--- config.mk ---
export PLATFORM = sky130hd
export DESIGN_NAME = router_local_input_port
export DESIGN_NICKNAME = d
export VERILOG_FILES = /design/src/rtl/router_local_input_port.sv
export SDC_FILE = /design/constraint.sdc
export NUM_CORES = 1
export LEC_CHECK = 0
export ABC_AREA = 1
export ABC_CLOCK_PERIOD_IN_PS = 3700
export BUFFER_PORTS_ARGS = -buffer_cell sky130_fd_sc_hd__buf_2
export CAP_MARGIN = 15
export CORE_MARGIN = 1.5
export CORE_UTILIZATION = 45
export CTS_BUF_LIST = sky130_fd_sc_hd__clkbuf_4
export DETAILED_ROUTE_END_ITERATION = 10
export PLACE_DENSITY = 0.7
export SYNTH_ARGS = -nofsm -noshare
export SYNTH_HDL_FRONTEND = slang
export SYNTH_SLANG_ARGS = --single-unit
--- constraint.sdc ---
create_clock -name clk -period 3.7 [get_ports clk]
set_input_delay 0.74 -clock clk [delete_from_list [all_inputs] [get_ports clk]]
set_output_delay 0.74 -clock clk [all_outputs]
set_load 0.02 [all_outputs]
--- src/rtl/router_local_input_port.sv ---
// Local (PE-side) input port of a tree router: a DEPTH-entry flit FIFO with
// credit return, head-flit route decode and a saturating accepted-flit count.
module router_local_input_port #(
  parameter int FLIT_W = 32,
  parameter int ADDR_W = 6,
  parameter int DEPTH  = 4,
  parameter int SUB_LO = 0,
  parameter int SUB_HI = 3
) (
  input  logic              clk,
  input  logic              rst,
  input  logic              in_data_valid,
  input  logic [FLIT_W-1:0] in_data,
  output logic              upstream_credit,
  output logic              out_valid,
  output logic [FLIT_W-1:0] out_flit,
  output logic              out_route,
  input  logic              out_grant,
  output logic              overflow,
  output logic [15:0]       flit_cnt
);

  localparam int PTR_W = $clog2(DEPTH);
  localparam logic [PTR_W:0]    DEPTH_C = (PTR_W+1)'(DEPTH);
  localparam logic [PTR_W-1:0]  PTR_ONE = PTR_W'(1);
  localparam logic [PTR_W:0]    CNT_ONE = (PTR_W+1)'(1);
  localparam logic [ADDR_W-1:0] LO_C    = ADDR_W'(SUB_LO);
  localparam logic [ADDR_W-1:0] HI_C    = ADDR_W'(SUB_HI);

  function automatic logic [15:0] sat_inc(input logic [15:0] v);
    return (v == 16'hFFFF) ? v : v + 16'd1;
  endfunction

  logic [FLIT_W-1:0] mem [DEPTH];
  logic [PTR_W-1:0]  wr_ptr;
  logic [PTR_W-1:0]  rd_ptr;
  logic [PTR_W:0]    count;
  logic              credit_p1;
  logic              push;
  logic              pop;
  logic              full;
  logic [ADDR_W-1:0] dest;
  logic              in_sub;

  assign full      = (count == DEPTH_C);
  assign out_valid = (count != '0);
  assign pop       = out_grant && out_valid && !rst;
  assign push      = in_data_valid && !rst && (!full || pop);

  assign out_flit = mem[rd_ptr];
  assign dest     = out_flit[FLIT_W-1 -: ADDR_W];
  // A constant 1 MSB on both sides keeps the lower-bound compare meaningful when SUB_LO is 0.
  assign in_sub    = ({1'b1, dest} >= {1'b1, LO_C}) && (dest <= HI_C);
  assign out_route = out_valid && !in_sub;

  // Storage stage: data only, never reset
  always_ff @(posedge clk) begin
    if (push) mem[wr_ptr] <= in_data;
  end

  // Control stage: pointers, occupancy, credit, error and statistics
  always_ff @(posedge clk) begin
    if (rst) begin
      wr_ptr    <= '0;
      rd_ptr    <= '0;
      count     <= '0;
      credit_p1 <= 1'b0;
      overflow  <= 1'b0;
      flit_cnt  <= '0;
    end else begin
      credit_p1 <= pop;
      if (push) begin
        wr_ptr   <= wr_ptr + PTR_ONE;
        flit_cnt <= sat_inc(flit_cnt);
      end
      if (pop) rd_ptr <= rd_ptr + PTR_ONE;
      case ({push, pop})
        2'b10:   count <= count + CNT_ONE;
        2'b01:   count <= count - CNT_ONE;
        default: count <= count;
      endcase
      if (in_data_valid && !push) overflow <= 1'b1;
    end
  end

  assign upstream_credit = credit_p1;

endmodule
==> flow_summary.yaml <==
status:
  status: "finished, final reports clean"
sta:
  setup_ws_ns: 0.696
  worst_pin_slew_ns: 0.736
  holdWs_ns: 0.403
  final_max_slew_viol_count: 0
  hold_viol_final: 0
  rsz0062_at_grt: "false"
  period_needed_ns: 3.00
  fin_worst_skew_ns: 0.0190
  tns_ns: 0
  slew_headroom_pct: 50.8
  clock.fmax_mhz: 333
  setup_viol: 0
  timing.final.crit_share_pct: 81.2
synth:
  synthTopCellsByCount: "edfxtp_1 (128), nor2_1 (95), nand2_1 (75)"
  syn_inst: 549
  syn_nets: 591
  synth_area_leaders: "edfxtp_1 (61%), dfxtp_1 (8.6%), nor2_1 (5.7%)"
  yosysUniqueCellTypes: 27
  synth_top_area_share_pct: 61.2
  async_flop_share_pct: 0
  synth-seq-area-share_pct: 69.8
  synth_top_area_cell: "edfxtp_1"
  syn_avg_cell_area_sq_um: 11.4
  yosysWarnings: 0
  synth_edf_count: 128
  synth_seq_cells: 155
  synth.most_common_cell: "edfxtp_1"
  syn-cell-area_sq_um: 6280
  synth_flop_cell: "edfxtp_1"
floorplan:
  start_util_pct: 46.7
  die_h_microns: 121
  dieArea_sq_um: 14700
  rows: 42
  core_area_sq_um: 13500
  io-pin-count: 88
  die_w_microns: 121
routing:
  drc_errors: 0
  via_per_inst: 5.20
  drtIter0Drc: 418
  wire_per_inst_microns: 15.4
  finalWirelength_microns: 12800
  drt_first_pass_iters: 5
  vias: 4312
  final_antenna_net_count: 0
worst_setup_path:
  crit_type: "flip-flop to output port"
  worstPathArrival_ns: 2.26
  reg2reg_from: "count[0]$_SDFFE_PP0P_"
  reg2reg_depth: 5
  rrSetupSlack_ns: 1.73
  cp-end-kind: "output port"
  worstPathRequired_ns: 2.96
  path_max_fanout: 17
  cp-start-kind: "flip-flop"
  r2r_end: "mem[0][7]$_DFFE_PP_"
grt:
  busiest_layer: "met2"
  grt_overflow: 0
  grt_use_met3_pct: 5.31
  grt_use_met1_pct: 23.1
  grt_use_total_pct: 18.4
  grt_pass1_vias: 4171
  grt_pass1_wl_microns: 20700
  met2_usage_pct: 31.4
  antenna_found_initial: 1
  grt_max_degree: 68
clock_network:
  cts.path.max_buffers: 2
  numClockSinks: 155
  cts_root_buf: "clkbuf_4"
  cts_buffers: 17
  clkSlewWorstSetupHoldPaths_ns: 0.14
  cts_tree: "done"
  ctsHoldBuffers: 0
  ctsResizeCount: 0
  post_cts_buffers: 0
  clk_latency_ns: 0.54
  htreeDepth: 4
finish:
  drive_above_1_share_pct: 21.6
  area_growth_pct: 14.0
  num-nets-final: 681
  stdcell_count: 829
power_and_ir_drop:
  ir_worst_vdd_mv: 0.193
  leakagePower_nw: 2.59
  p_per_area_nw_per_um2: 445
placed_design:
  place_ws_ns: 0.954
  dp_hpwl_microns: 8050
  post-place-cells: 796
  io_buffers: 87
  place_congestion: 0.871
hold_path:
  min_from: "in_data[0]"
  hold_depth: 1
  worstHoldEndpoint: "mem[3][0]$_DFFE_PP_"
  hold_class: "primary input to flip-flop"
job:
  maxCapViolCount: 0
==> per-stage QoR <==
stage / power, mW / instance area, sq um / utilization [%]
floorplan: 2.18 / 6280 / -
global placement: 2.29 / 6900 / 51.3
detailed placement: 2.30 / 6900 / 51.3
CTS: 3.22 / 7150 / 53.2
global route: 3.31 / 7150 / 53.2
finish: 3.18 / 7160 / 53.2
==> registers in the layout, summed over array words and instances, names as in the netlist, named ones only <==
register and cells:
mem 128, rd_ptr 2, upstream_credit 1, wr_ptr 2, overflow 1, count 3
flit_cnt 16
==> cell usage in the layout (no fill, tap or decap), types with 5 or more instances in the layout <==
cell,n
clkinvlp_4,5
o22ai_1,28
dfxtp_1,26
inv_1,34
nor2_4,7
nand3_1,13
ha_1,5
nand2_1,75
buf_4,9
edfxtp_1,128
o21ai_0,67
a21oi_1,21
nor2_1,91
buf_2,87
clkbuf_4,17
==> metal layers <==
| layer | share of wire (%) | routed length (microns) |
|---|---|---|
| met1 | 44 | 5630 |
| met2 | 50 | 6330 |
| met3 | 5.6 | 714 |
| met4 | 0.88 | 112 |
| met5 | 0 | 0 |
==> cell families after synthesis <==
kind of cell | share of synthesized area, %
compound gates | 10.2
xor+xnor | 1.12
fa+ha+maj | 1.32
buf+inv | 4.36
flops | 69.8
simple gates | 13.2
==> where the power goes <==
group	switching (mW)	total, mW	internal [mW]
combinational	0.220	0.313	0.0930
sequential	0.0140	1.95	1.93
clock	0.594	0.923	0.328
==> cell type report <==
cell class                      instances  area, sq um
Sequential cell                       155         4390
Tap cell                              176          220
Fill cell                            1179         6300
Multi-Input combinational cell        332         1650
Antenna cell                            1         2.50
Clock inverter                         15          123
Timing Repair Buffer                   96          503
Clock buffer                           17          128
Inverter                               37          144
==> worst max-delay path by stage <==
| stage | end |
|---|---|
| CTS | out_flit[9] |
| finish | out_flit[9] |
| global placement | mem[0][23]$_DFFE_PP_ |
| detailed placement | mem[0][24]$_DFFE_PP_ |
| global route | out_route |
| floorplan | mem[0][0]$_DFFE_PP_ |
==> critical path, stage by stage, from the launching register on <==
cell,delay (ns)
dfxtp_1,0.47
inv_1,0.40
buf_4,0.31
o21ai_0,0.11
o22ai_1,0.22
buf_2,0.22
No activity file was read; power rests on OpenSTA's default activity.
